--- src/rtl/core_ctrl.sv ---
// ============================================================================
// Module   : core_ctrl
// Purpose  : Convolution loop sequencer; emits source/weight addresses per MAC.
// Revision : 1.0
// ============================================================================
`default_nettype none

module core_ctrl (
  input  logic        clk,
  input  logic        rst,
  input  logic        s_init,
  input  logic        out_busy,
  input  logic [3:0]  id,
  input  logic [9:0]  is,
  input  logic [4:0]  iw,
  input  logic [2:0]  kw,
  input  logic [4:0]  ow,
  output logic        exec,
  output logic [11:0] ia,
  output logic [9:0]  wa,
  output logic        k_init,
  output logic        k_fin,
  output logic        s_fin
);

  typedef enum logic [1:0] {
    S_IDLE = 2'd0,
    S_RUN  = 2'd1,
    S_WAIT = 2'd2,
    S_DONE = 2'd3
  } state_t;

  state_t     r_state;
  logic [3:0] r_id;
  logic [9:0] r_is;
  logic [4:0] r_iw;
  logic [2:0] r_kw;
  logic [4:0] r_ow;

  // Loop counters always hold the point currently shown on the outputs.
  logic [4:0] r_y;
  logic [4:0] r_x;
  logic [3:0] r_c;
  logic [2:0] r_fy;
  logic [2:0] r_fx;

  logic       w_fx_end;
  logic       w_fy_end;
  logic       w_c_end;
  logic       w_x_end;
  logic       w_kfin_cur;
  logic       w_final_pos;
  logic       w_advance;
  logic [4:0] w_ny;
  logic [4:0] w_nx;
  logic [3:0] w_nc;
  logic [2:0] w_nfy;
  logic [2:0] w_nfx;
  logic       w_nkfin;
  logic [5:0] w_row;
  logic [5:0] w_col;
  logic [11:0] w_nia;

  assign w_fx_end    = (r_fx == r_kw);
  assign w_fy_end    = (r_fy == r_kw);
  assign w_c_end     = (r_c == r_id);
  assign w_x_end     = (r_x == r_ow);
  assign w_kfin_cur  = w_fx_end && w_fy_end && w_c_end;
  assign w_final_pos = (r_y == r_ow) && w_x_end;

  assign w_nfx = w_fx_end ? 3'd0 : r_fx + 3'd1;
  assign w_nfy = w_fx_end ? (w_fy_end ? 3'd0 : r_fy + 3'd1) : r_fy;
  assign w_nc  = (w_fx_end && w_fy_end) ? (w_c_end ? 4'd0 : r_c + 4'd1) : r_c;
  assign w_nx  = w_kfin_cur ? (w_x_end ? 5'd0 : r_x + 5'd1) : r_x;
  assign w_ny  = (w_kfin_cur && w_x_end) ? r_y + 5'd1 : r_y;

  assign w_nkfin = (w_nc == r_id) && (w_nfy == r_kw) && (w_nfx == r_kw);

  assign w_row = {1'b0, w_ny} + {3'd0, w_nfy};
  assign w_col = {1'b0, w_nx} + {3'd0, w_nfx};

  // Modulo-4096 arithmetic: the low 12 bits of the full-width sum are identical.
  assign w_nia = ({8'd0, w_nc} * {2'd0, r_is})
               + ({6'd0, w_row} * {7'd0, r_iw})
               + {6'd0, w_col};

  assign w_advance = ((r_state == S_RUN) && !(w_kfin_cur && (w_final_pos || out_busy)))
                  || ((r_state == S_WAIT) && !out_busy);

  always_ff @(posedge clk) begin
    if (rst) begin
      r_state <= S_IDLE;
      r_id    <= 4'd0;
      r_is    <= 10'd0;
      r_iw    <= 5'd0;
      r_kw    <= 3'd0;
      r_ow    <= 5'd0;
      r_y     <= 5'd0;
      r_x     <= 5'd0;
      r_c     <= 4'd0;
      r_fy    <= 3'd0;
      r_fx    <= 3'd0;
      exec    <= 1'b0;
      ia      <= 12'd0;
      wa      <= 10'd0;
      k_init  <= 1'b0;
      k_fin   <= 1'b0;
      s_fin   <= 1'b0;
    end else begin
      case (r_state)
        S_IDLE: begin
          if (s_init) begin
            r_id    <= id;
            r_is    <= is;
            r_iw    <= iw;
            r_kw    <= kw;
            r_ow    <= ow;
            r_y     <= 5'd0;
            r_x     <= 5'd0;
            r_c     <= 4'd0;
            r_fy    <= 3'd0;
            r_fx    <= 3'd0;
            exec    <= 1'b1;
            ia      <= 12'd0;
            wa      <= 10'd0;
            k_init  <= 1'b1;
            k_fin   <= (id == 4'd0) && (kw == 3'd0);
            r_state <= S_RUN;
          end
        end
        S_RUN: begin
          if (w_kfin_cur && (w_final_pos || out_busy)) begin
            exec   <= 1'b0;
            k_init <= 1'b0;
            k_fin  <= 1'b0;
            if (w_final_pos) begin
              s_fin   <= 1'b1;
              r_state <= S_DONE;
            end else begin
              r_state <= S_WAIT;
            end
          end
        end
        S_WAIT: begin
          if (!out_busy) begin
            r_state <= S_RUN;
          end
        end
        S_DONE: begin
          s_fin   <= 1'b0;
          r_state <= S_IDLE;
        end
        default: r_state <= S_IDLE;
      endcase

      // Step to the next loop point; a new position restarts the weight count.
      if (w_advance) begin
        r_y    <= w_ny;
        r_x    <= w_nx;
        r_c    <= w_nc;
        r_fy   <= w_nfy;
        r_fx   <= w_nfx;
        exec   <= 1'b1;
        ia     <= w_nia;
        wa     <= w_kfin_cur ? 10'd0 : wa + 10'd1;
        k_init <= w_kfin_cur;
        k_fin  <= w_nkfin;
      end
    end
  end

endmodule

`default_nettype wire

--- config.mk ---
export PLATFORM = sky130hd
export DESIGN_NAME = core_ctrl
export DESIGN_NICKNAME = d
export VERILOG_FILES = /design/src/rtl/core_ctrl.sv
export SDC_FILE = /design/constraint.sdc
export NUM_CORES = 1
export LEC_CHECK = 0
export CAP_MARGIN = 20
export CORE_UTILIZATION = 55
export CTS_CLUSTER_SIZE = 16
export DETAILED_ROUTE_END_ITERATION = 8
export DONT_BUFFER_PORTS = 1
export HOLD_SLACK_MARGIN = 0.02
export PLACE_DENSITY_LB_ADDON = 0.15
export SETUP_SLACK_MARGIN = 0.3
export SYNTH_ARGS = -nofsm -noshare
export SYNTH_HDL_FRONTEND = slang
export SYNTH_SLANG_ARGS = --single-unit
--- constraint.sdc ---
create_clock -name clk -period 12.7 [get_ports clk]
set_input_delay 2.54 -clock clk [delete_from_list [all_inputs] [get_ports clk]]
set_output_delay 2.54 -clock clk [all_outputs]
set_load 0.01 [all_outputs]
After elaboration in Yosys (flattened, before gate mapping)
Cells that the tools add are included.

Register bits: 75. Output and inout bits: 26. Logic and storage cells: 114. Input bits: 31.

Mux-type cells: 42. Reduce and logical (&&, ||, !) cells: 26. Multipliers: 2. Equality and inequality tests: 17. $add $sub $neg: 10.

Operators by type and width (number): two-way mux 10 bit (4); two-way mux 12 bit (3); two-way mux 5 bit (7); two-way mux 3 bit (7); two-way mux 4 bit (5); adder 12 x 11 -> 12 bit (1); adder 12 x 6 -> 12 bit (1); adder 5 x 3 -> 6 bit (2); == test 3 bit (4); multiplier 4 x 10 -> 12 bit (1); multiplier 6 x 5 -> 11 bit (1); adder 10 x 1 -> 10 bit (second input constant) (1); adder 5 x 1 -> 5 bit (second input constant) (2); == test 5 bit (2); logical AND 1 bit (10); two-way mux 1 bit (9); AND reduction 3 bit (3); == test 4 bit (2); case mux 2 bit (4 select lines) (1); adder 3 x 1 -> 3 bit (second input constant) (2); two-way mux 2 bit (3); != test 2 bit (second input constant) (3); case mux 1 bit (2 select lines) (3); nonzero test 2 bit (3); 13 further kinds (17).

Longest topological paths before layout
Word-level depth: 10. Mapped depth: 30. Mapped depth without buffers: 29.

Worst setup path before layout
No wires, ideal clock.

Path kind: register -> register. Start: register r_kw[2]. End: register ia[10]. Library setup time: 132 ps. Slack: 5592 ps. Stages on the path, launching flop included: 29. Arrival: 6976 ps. Required time: 12568 ps. Period minus slack after synthesis: 7108 ps. Buffers on the path: 1. Cells stage by stage: dfxtp_1 > xor2_1 > or3_4 > or3_1 > buf_2 > nor2_4 > mux2i_1 > inv_1 > ha_1 > a21o_1 > a21oi_1 > xor2_1 > nand2_1 > fa_1 > fa_1 > inv_1 > fa_1 > fa_1 > inv_1 > fa_1 > inv_1 > ha_1 > inv_1 > o21bai_1 > a2111oi_0 > o31ai_1 > a21oi_1 > xor2_1 > o31ai_1.

Cells in the longest elaborated chain, start to end: 10. Elaborated cells on any way between the ends: 25. Classes of those cells: 4 x add/sub; 2 x mul; 2 x eq/ne; 7 x mux; 10 x reduce/logical.

Ends and longest elaborated chain: start, declared (RTL line 37) `logic [2:0] r_kw;`; start signal, assigned (RTL line 116) `r_kw <= kw;`; == test 3 bit (on tied branches) (RTL line 64, 65); logical AND 1 bit (RTL line 68, 73); logical AND 1 bit (RTL line 68) `assign w_kfin_cur = w_fx_end && w_fy_end && w_c_end;`; logical AND 1 bit (RTL line 75) `assign w_ny = (w_kfin_cur && w_x_end) ? r_y + 5'd1 : r_y;`; two-way mux 5 bit (RTL line 75); adder 5 x 3 -> 6 bit (RTL line 79) `assign w_row = {1'b0, w_ny} + {3'd0, w_nfy};`; multiplier 6 x 5 -> 11 bit (RTL line 84) `+ ({6'd0, w_row} * {7'd0, r_iw})`; adder 12 x 11 -> 12 bit (RTL line 84); adder 12 x 6 -> 12 bit (RTL line 85) `+ {6'd0, w_col};`; two-way mux 12 bit (RTL line 157) `if (w_advance) begin`; end signal, assigned (RTL line 164) `ia <= w_nia;`; end, declared (RTL line 19) `output logic [11:0] ia,`.

Several ways; a longest one is shown, not always the timed one. A chain may end at the register's enable or synchronous reset.

Worst setup path in the final report
Same ends and word-level chain as after synthesis.

==> impl_metrics.ini <==
[status]
status = completed

[clock_tree]
post_cts_resized = 0
cts_setup_buffers = 0
cts_root_buf = clkbuf_8
cts_buffer_depth = 2
numCtsBuffers = 9
clkTransAtPathRegs_ns = 0.09
htreeDepth = 3
cts_num_sinks = 75
hold_buffers = 0
clkLatencyLatePin_ns = 0.38
cts_tree = done

[timing]
fin_crit_ns = 7.99
tightest_slew_ns = 0.947
maxSlewViolCount = 0
clock.fmax_mhz = 125
setup_viol = 0
rsz0062_at_grt = false
final.setup.tns_ns = 0
whs_ns = 0.486
slew_headroom_pct = 36.9
fin_crit_sh_pct = 62.9
finClkSkew_ns = 0.0174
hold_violations = 0

[logic_synthesis]
synth_edf_count = 0
yosysUniqueCellTypes = 53
synth_cells = 751
synth_largest_area_cell = dfxtp_1
synth_seq_area_share_pct = 24.5
ys_top_cells_by_area = dfxtp_1, fa_1, ha_1, nand2_1, a21oi_1
synth_area_um2 = 6120
synthArstFlopShare_pct = 0
synth_xor_area_share_pct = 6.66
ys_warn_count = 0
yosysTopAreaCellShare_pct = 24.5
synthSimpleGateAreaFrac_pct = 23.2
synthAdderAreaFrac_pct = 25.2
synth_top_family_by_area = adder cells
synthFlopType = dfxtp_1
synth.avg_cell_area_um2 = 8.15
synth_mux_area_share_pct = 0.858
ys_ff_latch = 75
synth_compound_area_share_pct = 13.3
synth_nets = 874

[grt]
busiest_layer = met2
grt_pass1_vias = 4908
met3_usage_pct = 6.23
antenna_found_initial = 0
grt_max_degree = 78
met1_usage_pct = 34.3
grt_use_met2_pct = 42.3
grt-ovfl-total = 0
grt_pass1_wl_um = 23400
grt_usage_pct = 26.2

[die]
pin_count = 57
dieArea_um2 = 11600
initial_core_util_pct = 56.5
core_um2 = 10800
chipWidth_um = 108
die_h_um = 108
std_cell_rows = 38

[min_path]
hold_path_class = flop to flop

[detailed_routing]
wl_per_cell_um = 15.8
initialDrtViolationCount = 327
vias_per_cell = 5.75
ant_nets = 0
num_vias = 5045
drc = 0
dr.pass1.iters = 5
route.final.wire_length_um = 13800

[critical_path]
crit_path_end_kind = flop
r2r_slack_ns = 4.71
cp.required_ns = 12.93
crit_type = flop to flop
rr_worst_depth = 27
cp_slowest_cell = or3_1
crit_end = ia[10]
critPathLaunch = r_kw[2]
rr_startpoint = r_kw[2]
path_max_fanout = 15
regToRegEndpoint = ia[10]
slowest_delay_ns = 0.60
arrival_ns = 8.22
start_kind = flop

[final_layout]
area_delta_synth_final_pct = 5.17
layout.nets = 856
drive_gt1_share_pct = 4.61
n_antenna_cell = 0
final_cell_area_um2 = 6440

[pwr]
peakVddDrop_uv = 85.1
total_leakage_power_uw = 0.00282
cellPowerDensity_nw_per_um2 = 101

[place]
globalplace.congestion = 0.871
placed_cell_area_um2 = 6190
port_buffers = 0
hpwl_um = 10200

[flow_run]
maxCapViolations = 0
==> Yosys cell counts (all sizes together) (2+ instances only) <==
cell type,count
a211oi,6
a21o,3
a21oi,80
a22oi,2
a31oi,7
and2,34
and3,7
buf,9
clkbuf,28
dfxtp,75
fa,52
ha,40
inv,62
mux2i,4
nand2,125
nand2b,2
nand3,36
nand3b,10
nand4,4
nor2,37
nor2b,7
nor3,17
nor4,3
o21a,3
o21ai,24
o21bai,2
o31ai,7
or3,7
xnor2,30
xor2,14
==> worst min-delay path by stage <==
| stage | start | slack [ns] | end | cells past startpoint |
|---|---|---|---|---|
| 2_1_floorplan | r_is[9] | 0.46 | r_is[9] | 2 |
| 3_3_place_gp | r_is[9] | 0.47 | r_is[9] | 2 |
| 3_5_place_dp | r_is[9] | 0.48 | r_is[9] | 2 |
| 4_1_cts | r_is[9] | 0.49 | r_is[9] | 2 |
| 5_1_grt | r_id[0] | 0.53 | r_id[0] | 2 |
| 6_report | r_is[9] | 0.49 | r_is[9] | 2 |
==> flip-flops by register name, indices dropped and copies added, names as in the netlist <==
register,flops
r_id,4
wa,10
r_fy,3
r_is,10
k_fin,1
r_iw,5
ia,12
s_fin,1
r_x,5
r_state,2
r_kw,3
r_ow,5
r_fx,3
k_init,1
r_y,5
exec,1
r_c,4
==> per-layer routing <==
layer,share of wire [%],vias to the layer above
met1,46,2437
met4,1.6,0
met3,5.5,23
met5,0,-
met2,47,126
li1,-,2459
==> critical path: cells and delay by family (launching register included) <==
kind                     cells  cell delay, ns
flip-flops                   1            0.46
AND/OR/NAND/NOR              4            1.48
XOR/XNOR                     3            0.61
buffers and inverters        5            0.29
adder cells (fa/ha/maj)      7            3.18
multiplexers                 1            0.36
AO/OA/AOI/OAI                7            1.43
==> logic make-up (layout without fill, tap and decap cells) <==
kind of cell             Yosys count  after routing
AND/OR/NAND/NOR                  294            294
AO/OA/AOI/OAI                    142            142
buffers and inverters             99             85
adder cells (fa/ha/maj)           92             92
flip-flops                        75             75
XOR/XNOR                          45             45
multiplexers                       4              4
==> cell usage in the layout (no fill, tap or decap), types with 9 or more instances in the layout <==
cell type,instances
xor2_1,14
and2_1,33
ha_1,40
inv_1,62
dfxtp_1,75
nor3_1,16
nor2_1,35
fa_1,52
nand2_1,123
o21ai_0,24
a21oi_1,80
nand3b_1,10
xnor2_1,30
clkbuf_8,9
nand3_1,36
==> final cells by class <==
type,instances,area (um^2)
clock buffer,10,128
clock inverter,5,65.1
fill,981,4400
inverter,62,233
multi-input combinational,577,4240
sequential,75,1500
tap,140,175
timing repair buffer,8,100
==> power by group <==
part | switching (uW) | internal, uW | leakage, uW
logic | 125 | 66.2 | 0.00212
clock network | 96.8 | 91.1 | 0.0000965
registers | 23.2 | 251 | 0.000610
total | 245 | 408 | 0.00282
==> per-stage QoR <==
stage          worst slack (ns)  instances  util (%)  power, uW
3_3_place_gp               5.00        860      57.1        458
3_5_place_dp               4.75        860      57.1        463
4_1_cts                    4.72        875      58.9        653
5_1_grt                    4.02        877      59.4        695
6_report                   4.71        877      59.4        654
2_1_floorplan              5.59        751         -        422
Note: power is estimated with default switching activity, not from simulation.
